==> config.mk <==
export PLATFORM = sky130hd
export DESIGN_NAME = mem_sequencer
export DESIGN_NICKNAME = d
export VERILOG_FILES = /design/src/rtl/mem_sequencer.sv
export SDC_FILE = /design/constraint.sdc
export NUM_CORES = 1
export LEC_CHECK = 0
export ABC_AREA = 1
export CORE_MARGIN = 10
export CORE_UTILIZATION = 35
export CTS_CLUSTER_SIZE = 40
export DETAILED_ROUTE_END_ITERATION = 10
export GPL_ROUTABILITY_DRIVEN = 0
export PLACE_DENSITY = 0.69
export SYNTH_ARGS = -nofsm -noshare
export SYNTH_HDL_FRONTEND = slang
export SYNTH_SLANG_ARGS = --single-unit
==> constraint.sdc <==
create_clock -name clk -period 3.32 [get_ports clk]
set_clock_uncertainty 0.2 [all_clocks]
set_input_delay 0.664 -clock clk [delete_from_list [all_inputs] [get_ports clk]]
set_output_delay 0.664 -clock clk [all_outputs]
set_load 0.05 [all_outputs]
==> src/rtl/mem_sequencer.sv <==
`default_nettype none
// ============================================================================
//  Module   : mem_sequencer
//  Brief    : Sequences byte/half/word/doubleword requests onto an
//             asynchronous mfa/mfc RAM handshake with alignment, range and
//             timeout checking.
//  Revision : 1.0 - initial release
// ============================================================================
module mem_sequencer #(
    parameter int ADDRESS_SIZE = 9,
    parameter int RAM_SIZE     = 512,
    parameter int TIMEOUT      = 16
) (
    input  logic                    clk,
    input  logic                    reset_n,
    input  logic                    req,
    input  logic                    req_rw,
    input  logic [1:0]              req_size,
    input  logic [ADDRESS_SIZE-1:0] req_addr,
    input  logic [63:0]             req_wdata,
    output logic                    busy,
    output logic                    done,
    output logic [1:0]              err,
    output logic [63:0]             rdata,
    output logic                    mem_mfa,
    output logic                    mem_rw,
    output logic [1:0]              mem_byte_mode,
    output logic [ADDRESS_SIZE-1:0] mem_addr,
    output logic [31:0]             mem_data_in,
    input  logic                    mem_mfc,
    input  logic [31:0]             mem_data_out
);

    localparam logic [2:0] c_st_idle    = 3'd0;
    localparam logic [2:0] c_st_check   = 3'd1;
    localparam logic [2:0] c_st_setup   = 3'd2;
    localparam logic [2:0] c_st_strobe  = 3'd3;
    localparam logic [2:0] c_st_release = 3'd4;
    localparam logic [2:0] c_st_finish  = 3'd5;

    localparam logic [1:0] c_size_word  = 2'b00;
    localparam logic [1:0] c_size_byte  = 2'b01;
    localparam logic [1:0] c_size_half  = 2'b10;
    localparam logic [1:0] c_size_dword = 2'b11;

    localparam logic [1:0] c_err_ok      = 2'b00;
    localparam logic [1:0] c_err_align   = 2'b01;
    localparam logic [1:0] c_err_range   = 2'b10;
    localparam logic [1:0] c_err_timeout = 2'b11;

    localparam int                c_cnt_w     = $clog2(TIMEOUT + 1);
    localparam logic [c_cnt_w-1:0] c_cnt_one  = c_cnt_w'(1);
    localparam logic [c_cnt_w-1:0] c_cnt_last = c_cnt_w'(TIMEOUT - 1);

    logic [2:0]              r_state;
    logic                    r_rw;
    logic [1:0]              r_size;
    logic [ADDRESS_SIZE-1:0] r_addr;
    logic [63:0]             r_wdata;
    logic                    r_second;
    logic [31:0]             r_data_hi;
    logic [31:0]             r_data_lo;
    logic [1:0]              r_err;
    logic [c_cnt_w-1:0]      r_cnt;
    logic                    r_mfc_meta;
    logic                    r_mfc_sync;
    logic [63:0]             r_rdata;
    logic                    r_mem_rw;
    logic [1:0]              r_mem_byte_mode;
    logic [ADDRESS_SIZE-1:0] r_mem_addr;
    logic [31:0]             r_mem_data_in;

    logic [2:0]              w_state_next;
    logic [1:0]              w_err_next;
    logic                    w_load_setup;
    logic                    w_capture;
    logic                    w_second_half;
    logic                    w_misaligned;
    logic                    w_out_of_range;
    logic [3:0]              w_nbytes;
    logic [31:0]             w_end;
    logic                    w_expired;
    logic [ADDRESS_SIZE-1:0] w_setup_addr;
    logic [31:0]             w_setup_data;
    logic [63:0]             w_rdata_next;
    logic                    w_rdata_load;

    always_comb begin
        w_misaligned = 1'b0;
        w_nbytes     = 4'd4;
        case (r_size)
            c_size_byte:  w_nbytes = 4'd1;
            c_size_half:  begin
                w_nbytes     = 4'd2;
                w_misaligned = r_addr[0];
            end
            c_size_word:  w_misaligned = (r_addr[1:0] != 2'b00);
            default: begin
                w_nbytes     = 4'd8;
                w_misaligned = (r_addr[1:0] != 2'b00);
            end
        endcase
        w_end          = 32'(r_addr) + 32'(w_nbytes);
        w_out_of_range = (w_end > 32'(RAM_SIZE));
    end

    assign w_expired     = (r_cnt == c_cnt_last);
    assign w_second_half = (r_state == c_st_release);
    assign w_setup_addr  = w_second_half ? (r_addr + ADDRESS_SIZE'(4)) : r_addr;

    // Doubleword sends the upper word first, at the lower address.
    always_comb begin
        w_setup_data = r_wdata[31:0];
        if (r_size == c_size_dword && !w_second_half) begin
            w_setup_data = r_wdata[63:32];
        end
    end

    always_comb begin
        w_state_next = r_state;
        w_err_next   = r_err;
        w_load_setup = 1'b0;
        w_capture    = 1'b0;
        case (r_state)
            c_st_idle: begin
                if (req) begin
                    w_state_next = c_st_check;
                    w_err_next   = c_err_ok;
                end
            end
            c_st_check: begin
                if (w_misaligned) begin
                    w_state_next = c_st_finish;
                    w_err_next   = c_err_align;
                end else if (w_out_of_range) begin
                    w_state_next = c_st_finish;
                    w_err_next   = c_err_range;
                end else begin
                    w_state_next = c_st_setup;
                    w_load_setup = 1'b1;
                end
            end
            c_st_setup: w_state_next = c_st_strobe;
            c_st_strobe: begin
                if (r_mfc_sync) begin
                    w_state_next = c_st_release;
                    w_capture    = 1'b1;
                end else if (w_expired) begin
                    w_state_next = c_st_finish;
                    w_err_next   = c_err_timeout;
                end
            end
            c_st_release: begin
                if (!r_mfc_sync) begin
                    if (r_size == c_size_dword && !r_second) begin
                        w_state_next = c_st_setup;
                        w_load_setup = 1'b1;
                    end else begin
                        w_state_next = c_st_finish;
                    end
                end else if (w_expired) begin
                    w_state_next = c_st_finish;
                    w_err_next   = c_err_timeout;
                end
            end
            c_st_finish: w_state_next = c_st_idle;
            default:     w_state_next = c_st_idle;
        endcase
    end

    always_comb begin
        case (r_size)
            c_size_byte: w_rdata_next = {56'd0, r_data_hi[7:0]};
            c_size_half: w_rdata_next = {48'd0, r_data_hi[15:0]};
            c_size_word: w_rdata_next = {32'd0, r_data_hi};
            default:     w_rdata_next = {r_data_hi, r_data_lo};
        endcase
    end

    // Loaded on the edge into FINISH so rdata is valid alongside done.
    assign w_rdata_load = (w_state_next == c_st_finish) && (r_state != c_st_finish) &&
                          (w_err_next == c_err_ok) && !r_rw;

    always_ff @(posedge clk or negedge reset_n) begin
        if (!reset_n) begin
            r_state         <= c_st_idle;
            r_rw            <= 1'b0;
            r_size          <= 2'b00;
            r_addr          <= '0;
            r_wdata         <= 64'd0;
            r_second        <= 1'b0;
            r_data_hi       <= 32'd0;
            r_data_lo       <= 32'd0;
            r_err           <= c_err_ok;
            r_cnt           <= '0;
            r_mfc_meta      <= 1'b0;
            r_mfc_sync      <= 1'b0;
            r_rdata         <= 64'd0;
            r_mem_rw        <= 1'b0;
            r_mem_byte_mode <= 2'b00;
            r_mem_addr      <= '0;
            r_mem_data_in   <= 32'd0;
        end else begin
            r_mfc_meta <= mem_mfc;
            r_mfc_sync <= r_mfc_meta;
            r_state    <= w_state_next;
            r_err      <= w_err_next;

            if (r_state == c_st_idle && req) begin
                r_rw     <= req_rw;
                r_size   <= req_size;
                r_addr   <= req_addr;
                r_wdata  <= req_wdata;
                r_second <= 1'b0;
            end

            if (w_load_setup) begin
                r_second        <= w_second_half;
                r_mem_addr      <= w_setup_addr;
                r_mem_rw        <= r_rw;
                r_mem_data_in   <= w_setup_data;
                r_mem_byte_mode <= (r_size == c_size_dword) ? c_size_word : r_size;
            end

            if (w_capture && !r_rw) begin
                if (r_second) begin
                    r_data_lo <= mem_data_out;
                end else begin
                    r_data_hi <= mem_data_out;
                end
            end

            if ((w_state_next == c_st_strobe || w_state_next == c_st_release) &&
                (w_state_next != r_state)) begin
                r_cnt <= '0;
            end else if (r_state == c_st_strobe || r_state == c_st_release) begin
                r_cnt <= r_cnt + c_cnt_one;
            end

            if (w_rdata_load) begin
                r_rdata <= w_rdata_next;
            end
        end
    end

    assign busy          = (r_state != c_st_idle);
    assign done          = (r_state == c_st_finish);
    assign err           = r_err;
    assign rdata         = r_rdata;
    assign mem_mfa       = (r_state == c_st_strobe);
    assign mem_rw        = r_mem_rw;
    assign mem_byte_mode = r_mem_byte_mode;
    assign mem_addr      = r_mem_addr;
    assign mem_data_in   = r_mem_data_in;

endmodule
`default_nettype wire

; ---- Word level (Yosys, flattened, before mapping)
; Index checks and enable logic that the tools add are counted.
[classes]
addsub = 3
eq_ne = 14
n_reduce_logical = 22
n_bitwise = 1
muxes = 32
n_lt_le_gt_ge = 1
[op_table]
columns = cell, count
row1 = $pmux W64 S3, 1
row2 = $mux W32, 1
row3 = $mux W3, 7
row4 = $pmux W3 S5, 1
row5 = $mux W2, 7
row6 = $eq A3 B3 Y1 const B, 4
row7 = $pmux W4 S3, 1
row8 = $add A9 B4 Y10, 1
row9 = $gt A10 B10 Y1 const B, 1
row10 = $mux W5, 2
row11 = $add A9 B3 Y9 const B, 1
row12 = $eq A3 B2 Y1 const B, 3
row13 = $mux W9, 1
row14 = $logic_and A1 B1 Y1, 8
row15 = $mux W1, 8
row16 = $pmux W2 S4, 1
row17 = $reduce_bool A2 Y1, 3
row18 = $add A5 B1 Y5 const B, 1
row19 = $eq A5 B4 Y1 const B, 1
row20 = $eq A2 B2 Y1 const B, 2
row21 = $logic_not A2 Y1, 2
row22 = $pmux W1 S2, 2
row23 = $reduce_and A2 Y1, 2
row24 = $eq A3 B1 Y1 const B, 1
row25 = other kinds (8), 11
[totals]
inputBits = 112
wordCells = 90
reg_bits = 261
out_inout_bits = 113

; ---- Logic depth before layout (Yosys ltp)
; Gate-level depths: netlist of the first run.
[depth]
word_depth = 11
depth_mapped = 21
ltp_nobuf = 20

; ---- Worst setup path before layout of the first run
; Ideal clock, no wire load.
[synth_path]
path_type = flip-flop to flip-flop
startpoint = reg r_size[0]
endpoint = reg r_rdata[10] (netlist: rdata[10])
path_buffers = 1
path_stages_with_launch = 21
slack_ps = 370
required_ps = 3001
synth_period_minus_slack_ps = 2950
setup_time_ps = 119
t_arrival_ps = 2631
path_cell_list = dfrtp_1 inv_1 ha_1 inv_1 fa_1 nand2_1 nor2_1 nand3_1 nor2_1 nand2_1 nand2_2 nand2_1 nand2_1 nand2_1 nand2_1 nand3_1 nor2_4 nand2_4 buf_2 nand2_1 nand2_1
[synth_via]
elab_chain_len = 11
word_cells_on_any_way = 23
cone_classes = add/sub (1) / order compare (1) / eq/ne (4) / mux (11) / reduce/logical (6)
[synth_rtl]
columns = element, line
row1 = from (decl), 57  ; logic [1:0] r_size;
row2 = from (signal assigned), 211  ; r_size <= req_size;
row3 = "$eq A2 B2 Y1, or another cell as far along", "91, 172"
row4 = $pmux W4 S3, 91  ; case (r_size)
row5 = $add A9 B4 Y10, 103  ; w_end = 32'(r_addr) + 32'(w_nbytes);
row6 = $gt A10 B10 Y1, 104  ; w_out_of_range = (w_end > 32'(RAM_SIZE));
row7 = $mux W3, 135  ; end else if (w_out_of_range) begin
row8 = $mux W3, 132  ; if (w_misaligned) begin
row9 = $pmux W3 S5, 124  ; case (r_state)
row10 = $eq A3 B3 Y1, 181  ; assign w_rdata_load = (w_state_next == c_st_finish) && (r_state != c_st_finish) &&
row11 = $logic_and A1 B1 Y1 (2 in a row), 181
row12 = $logic_and A1 B1 Y1, 182  ; (w_err_next == c_err_ok) && !r_rw;
row13 = to (signal assigned), 241  ; r_rdata <= w_rdata_next;
row14 = to (decl), 67  ; logic [63:0] r_rdata;
; Several ways; a longest one is shown, not always the timed one.
; A chain may end at the register's enable or synchronous reset.

; ---- Worst setup path in the final report of the first run
[layout_path]
startpoint = reg r_size[1]
endpoint = reg r_rdata[9] (netlist: rdata[9])
; Same word-level chain as after synthesis.

==> results of run 1 <==
worst max-delay path, cell delays in order (launching register included):
cell,delay (ns)
dfrtp_1,0.43
inv_2,0.10
ha_4,0.13
ha_4,0.12
inv_1,0.04
fa_1,0.49
nand2_1,0.07
nor2_2,0.10
nand3_1,0.09
nor2_1,0.10
nand2_1,0.07
nand2_2,0.10
nand2_1,0.06
nand2_1,0.05
nand2_1,0.06
nand2_2,0.07
nand3_2,0.08
nor2_4,0.23
nand2_8,0.15
buf_6,0.21
nand2_1,0.08
nand2_1,0.06
stage by stage:
stage / power [mW] / cells / hold slack, ns / area, um2
finish: 16.80 / 2082 / 0.1543 / 15830
global route: 17.96 / 2082 / 0.1673 / 15830
CTS: 16.77 / 2068 / 0.1607 / 15530
detailed placement: 13.17 / 2014 / 0.1463 / 14460
global placement: 12.99 / 2014 / 0.1371 / 14460
floorplan: 10.60 / 1400 / 0.1312 / 11810
worst min path at each step:
stage	from	endpoint	slack (ns)
after detailed placement	r_mfc_meta	r_mfc_sync	0.15
after global placement	r_mfc_meta	r_mfc_sync	0.14
final	r_mfc_meta	r_mfc_sync	0.15
after CTS	r_mfc_meta	r_mfc_sync	0.16
after floorplan	r_mfc_meta	r_mfc_sync	0.13
after global routing	r_mfc_meta	r_mfc_sync	0.17
cell usage in the layout (no fill, tap or decap), types with 9 or more instances in the layout:
cell type	Yosys	final
clkdlybuf4s50_1	0	223
nand3_1	104	101
dfrtp_1	261	261
nand3_2	30	33
a31oi_1	33	33
inv_1	97	95
nand2_1	577	575
nand2_2	12	13
buf_4	1	15
ha_1	13	9
clkbuf_16	0	36
nor2_1	59	57
o21ai_0	76	76
a21oi_1	18	18
layer usage:
metal	vias up	track usage
met4	6	0.04050
met3	57	0.05807
met2	361	0.2329
met5	-	0
met1	4784	0.2109
li1	4832	-
final cells by class:
cell class | count | area, um2 | share of cell area
flip-flops and latches | 261 | 6531 | 0.4126
clock inverters | 12 | 193.9 | 0.01225
multi-input cells | 959 | 4526 | 0.2859
clock buffers | 41 | 863.3 | 0.05453
inverters | 100 | 375.4 | 0.02371
well taps | 448 | 560.5 | 0.03541
repair buffers | 261 | 2781 | 0.1757
sequential cells by signal, summed over array words and instances (netlist names):
| name | flops |
|---|---|
| mem_byte_mode | 2 |
| r_second | 1 |
| r_state | 3 |
| r_rw | 1 |
| r_size | 2 |
| mem_addr | 9 |
| r_data_lo | 32 |
| mem_data_in | 32 |
| rdata | 64 |
| r_cnt | 5 |
| r_data_hi | 32 |
| mem_rw | 1 |
| r_mfc_meta | 1 |
| r_wdata | 64 |
| r_mfc_sync | 1 |
| r_addr | 9 |
| err | 2 |
report_power, final:
part,leakage (nW),switching [mW],internal (mW)
Clock,0.515,1.31,2.19
Combinational,4.19,5.27,2.59
Sequential,3.17,0.903,4.54
kinds of logic (layout without fill, tap and decap cells):
| group | Yosys count | count (layout) | synth area share |
|---|---|---|---|
| buffers and inverters | 180 | 414 | 0.07078 |
| multiplexers | 4 | 4 | 0.003708 |
| XOR/XNOR | 9 | 9 | 0.006676 |
| flip-flops | 261 | 261 | 0.5531 |
| adder cells (fa/ha/maj) | 14 | 14 | 0.01547 |
| AO/OA/AOI/OAI | 135 | 135 | 0.06230 |
| AND/OR/NAND/NOR | 797 | 797 | 0.2880 |
repair_timing:
item	CTS	global route
setup buffers	0	4
hold buffers	1	0
setup endpoints to repair	0	63
gates resized for setup	0	17
endpoints found under the hold margin	56	0
==> impl_metrics.tcl, run 1 <==
set metrics [dict create \
    netlist.top_cell.by_area "dfrtp_1" \
    synth-edff-count 0 \
    dp_hpwl_um 22310 \
    maxSlewHeadroom 0.5054 \
    clk_pin_slew_ns 0.06 \
    diodes 0 \
    critPathKind "flop to flop" \
    numCtsBuffers 30 \
    wl_per_cell_um 16.87 \
    synth_top_flop_cell "dfrtp_1" \
    drtPass1Iterations 5 \
    rrSetupSlack_ns 0.09 \
    timing.final.crit_share 0.9721 \
    whs_path_depth 0 \
    wl_met1_um 15220 \
    synth.top_cell.area_share 0.5531 \
    drtIter0Drc 764 \
    initial_utilization 0.3530 \
    worst_pin_slew_ns 0.7419 \
    clockRootBuffer "clkbuf_16" \
    area_growth_syn_to_layout_pct 34.06 \
    drtAntennaViolNets 0 \
    synth.top_cells.by_count "nand2_1 (577), dfrtp_1 (261), nand3_1 (104)" \
    dp_slack_ns 0.1646 \
    postLayoutCoreUtil 0.4733 \
    worstHoldPathType "flop to flop" \
    synth.cell_area_um2 11810 \
    die_x_um 203.7 \
    clock-sinks 261 \
    vias 10040 \
    rsz0062_at_grt "true" \
    p_leak_nw 7.874 \
    ys_ff_latch 261 \
    wl_met2_um 15600 \
    grt-ovfl-total 0 \
    avgViaCountPerCell 4.822 \
    critical_path_arrival_ns 3.46 \
    r2r_cells 21 \
    fin_ws_ns 0.09272 \
    rows 67 \
    io_pins 225 \
    grt_max_degree 87 \
    crit_fanout 15 \
    slew_violations 0 \
    hold_viol_final 0 \
    grt_pass1_vias 9773 \
    clk_latency_ns 0.55 \
    crit_start "r_size[1]" \
    r2r-end "rdata[9]" \
    antenna_found_initial 3 \
    ys_types 37 \
    end_kind "flop" \
    grt_usage 0.1567 \
    synthArstFlopShare 1.000 \
    final.fill_count 3136 \
    routed_wl_um 35130 \
    synth_warnings 0 \
    cap_viol_max_count 0 \
    io_buffers 224 \
    cts_tree "done" \
    top_layer "met5" \
    finalSetupViolations 0 \
    die_area_um2 41490 \
    synth_most_common_cell "nand2_1" \
    synthTopCellsByArea "dfrtp_1 (55%), nand2_1 (18%), nand3_1 (4.4%)" \
    endpoint "rdata[9]" \
    met3_length_um 3445 \
    max_freq_mhz 309.9 \
    synth_seq_area_share 0.5531 \
    layout-drive-gt1-share 0.09425 \
    htree_levels 1 \
    fin_nets 1739 \
    cts.path.max_buffers 3 \
    timing.rr.start "r_size[1]" \
    cellPowerDensity_nw_per_um2 1061 \
    final.setup.tns_ns 0 \
    drcViolationCount 0 \
    peakVddDrop_v 0.0006550 \
    netlist_instances 1400 \
    required_ns 3.55 \
    syn-num-nets 1526 \
    coreArea_um2 33450 \
    postSynthAreaPerCell_um2 8.435 \
    die_h_um 203.7 \
    start_kind "flop" \
    fin_crit_ns 3.227 \
    grt_pass1_wl_um 53480 \
    status "finished clean" \
]
No activity file was read; power rests on OpenSTA's default activity.
==> run 2: changes to the inputs <==
CTS_BUF_LIST = sky130_fd_sc_hd__clkbuf_2 sky130_fd_sc_hd__clkbuf_4 sky130_fd_sc_hd__clkbuf_8   (was unset)
GPL_ROUTABILITY_DRIVEN = unset   (was 0)
SKIP_LAST_GASP = 1   (was unset)
==> run 2 against run 1 <==
Compared with the run above: sequential cell count unchanged; wire length down 1.4%; design area down 0.95%; count of clock-buffer cells in the layout up 32; register-to-register slack better by 0.097 ns; combinational power about the same; sequential power about the same; worst hold slack worse by 0.0061 ns; global-route usage up 0.14 points; largest cell class unchanged; largest power group unchanged; highest routed layer unchanged.
==> impl_metrics.tcl, run 2 (same netlist as run 1, synthesis figures left out) <==
set metrics [dict create \
    status "finished clean" \
    htree_levels 2 \
    grt_max_degree 87 \
    fin_nets 1754 \
    vias 10040 \
    grt_pass1_vias 10040 \
    die_h_um 203.7 \
    avgViaCountPerCell 4.766 \
    peakVddDrop_v 0.0006112 \
    worst_pin_slew_ns 0.7504 \
    critical_path_arrival_ns 2.31 \
    coreArea_um2 33450 \
    drcViolationCount 0 \
    start_kind "flop" \
    maxSlewHeadroom 0.4997 \
    clockRootBuffer "clkbuf_8" \
    fin_crit_ns 3.173 \
    timing.final.crit_share 0.9557 \
    finalPower_mw 16.38 \
    final.setup.tns_ns 0 \
    r2r-end "rdata[47]" \
    rrSetupSlack_ns 0.19 \
    dp_slack_ns 0.1470 \
    die_x_um 203.7 \
    p_leak_nw 7.854 \
    hold_viol_final 0 \
    io_pins 225 \
    cellPowerDensity_nw_per_um2 1045 \
    initial_utilization 0.3530 \
    hold_start "r_mfc_meta" \
    cts.path.max_buffers 3 \
    required_ns 2.46 \
    area_growth_syn_to_layout_pct 32.79 \
    r2r_cells 22 \
    rows 67 \
    grt_pass1_wl_um 53890 \
    timing.rr.start "r_size[1]" \
    final_cell_mix "nand2_1 (576), dfrtp_1 (260), clkdlybuf4s50_1 (223), nand3_1 (101), inv_1 (96)" \
    end_kind "primary output" \
    slew_violations 0 \
    diodes 0 \
    drtIter0Drc 668 \
    antenna_found_initial 4 \
    worstHoldPathType "flop to flop" \
    critPathKind "flop to primary output" \
    drtAntennaViolNets 0 \
    cts_tree "done" \
    wl_per_cell_um 16.43 \
    clock-sinks 261 \
    whs_path_depth 0 \
    grt-ovfl-total 0 \
    clk_pin_slew_ns 0.06 \
    final-seq-area_um2 6533 \
    numCtsBuffers 46 \
    crit_fanout 6 \
    postLayoutCoreUtil 0.4688 \
    layout_commonest_cell "nand2_1" \
    multi_input_area_um2 4522 \
    drtPass1Iterations 5 \
    final.fill_count 3181 \
    die_area_um2 41490 \
    fin_ws_ns 0.1472 \
    max_freq_mhz 315.2 \
    cap_viol_max_count 0 \
    dp_hpwl_um 22350 \
    finalWeightedCongestion 0.8342 \
    finalSetupViolations 0 \
    clk_latency_ns 0.56 \
    io_buffers 224 \
    worst_hold_path.endpoint "r_mfc_sync" \
    layout-drive-gt1-share 0.1097 \
    holdWs_ns 0.1482 \
    routed_wl_um 34620 \
    grt_usage 0.1582 \
]
[run 2: changes by cell type in the layout (fill, tap and decap cells not counted), sizes merged]
cell | previous run | this run
clkinv | 5 | 3
clkinvlp | 2 | 1
nand2 | 590 | 591
clkbuf | 46 | 78
inv | 100 | 101
buf | 32 | 30
bufinv | 5 | 1
[run 2: area by class of cell]
| cell class | instances | share of cell area |
|---|---|---|
| repair buffers | 259 | 0.1736 |
| multi-input cells | 960 | 0.2884 |
| flip-flops and latches | 261 | 0.4166 |
| inverters | 100 | 0.02394 |
| clock buffers | 73 | 0.05769 |
| clock inverters | 6 | 0.004069 |
| well taps | 448 | 0.03575 |
[run 2: power breakdown]
group	switching, mW	leakage, nW	total, mW	internal [mW]
registers	0.885	3.17	5.43	4.54
logic	5.27	4.17	7.84	2.57
clock network	1.32	0.515	3.11	1.80
total	7.48	7.85	16.4	8.90
[run 2: worst max path at each step]
stage                from        end  cells after the start
2_1_floorplan   r_size[0]  rdata[10]                     20
3_3_place_gp    r_size[1]  rdata[22]                     20
3_5_place_dp    r_size[1]  rdata[27]                     20
4_1_cts         r_size[1]  rdata[22]                     20
5_1_grt         r_size[0]  rdata[43]                     21
6_report       r_state[0]       busy                      5
[run 2: critical path, stage by stage, from the launching register on]
cell,delay [ns]
dfrtp_1,0.45
inv_2,0.11
nand2_1,0.14
inv_1,0.07
nand2_1,0.14
clkdlybuf4s50_1,0.83
[run 2: metal layers]
layer / wire, um / up-vias / GRT usage
li1: - / 4871 / -
met1: 15020 / 4726 / 0.2086
met2: 15310 / 380 / 0.2387
met3: 3599 / 56 / 0.06092
met4: 633 / 8 / 0.03970
met5: 54 / - / 0
[run 2: through the flow]
step	cell area (um2)	instances
3_3_place_gp	14440	2013
2_1_floorplan	11810	1400
4_1_cts	15420	2093
5_1_grt	15680	2107
3_5_place_dp	14440	2013
6_report	15680	2107
[run 2: repair_timing]
action,4_1_cts,5_1_grt
setup buffers,0,6
hold endpoints to repair,61,0
resized for setup,0,15
endpoints found under the setup margin,0,65
hold buffers,1,0
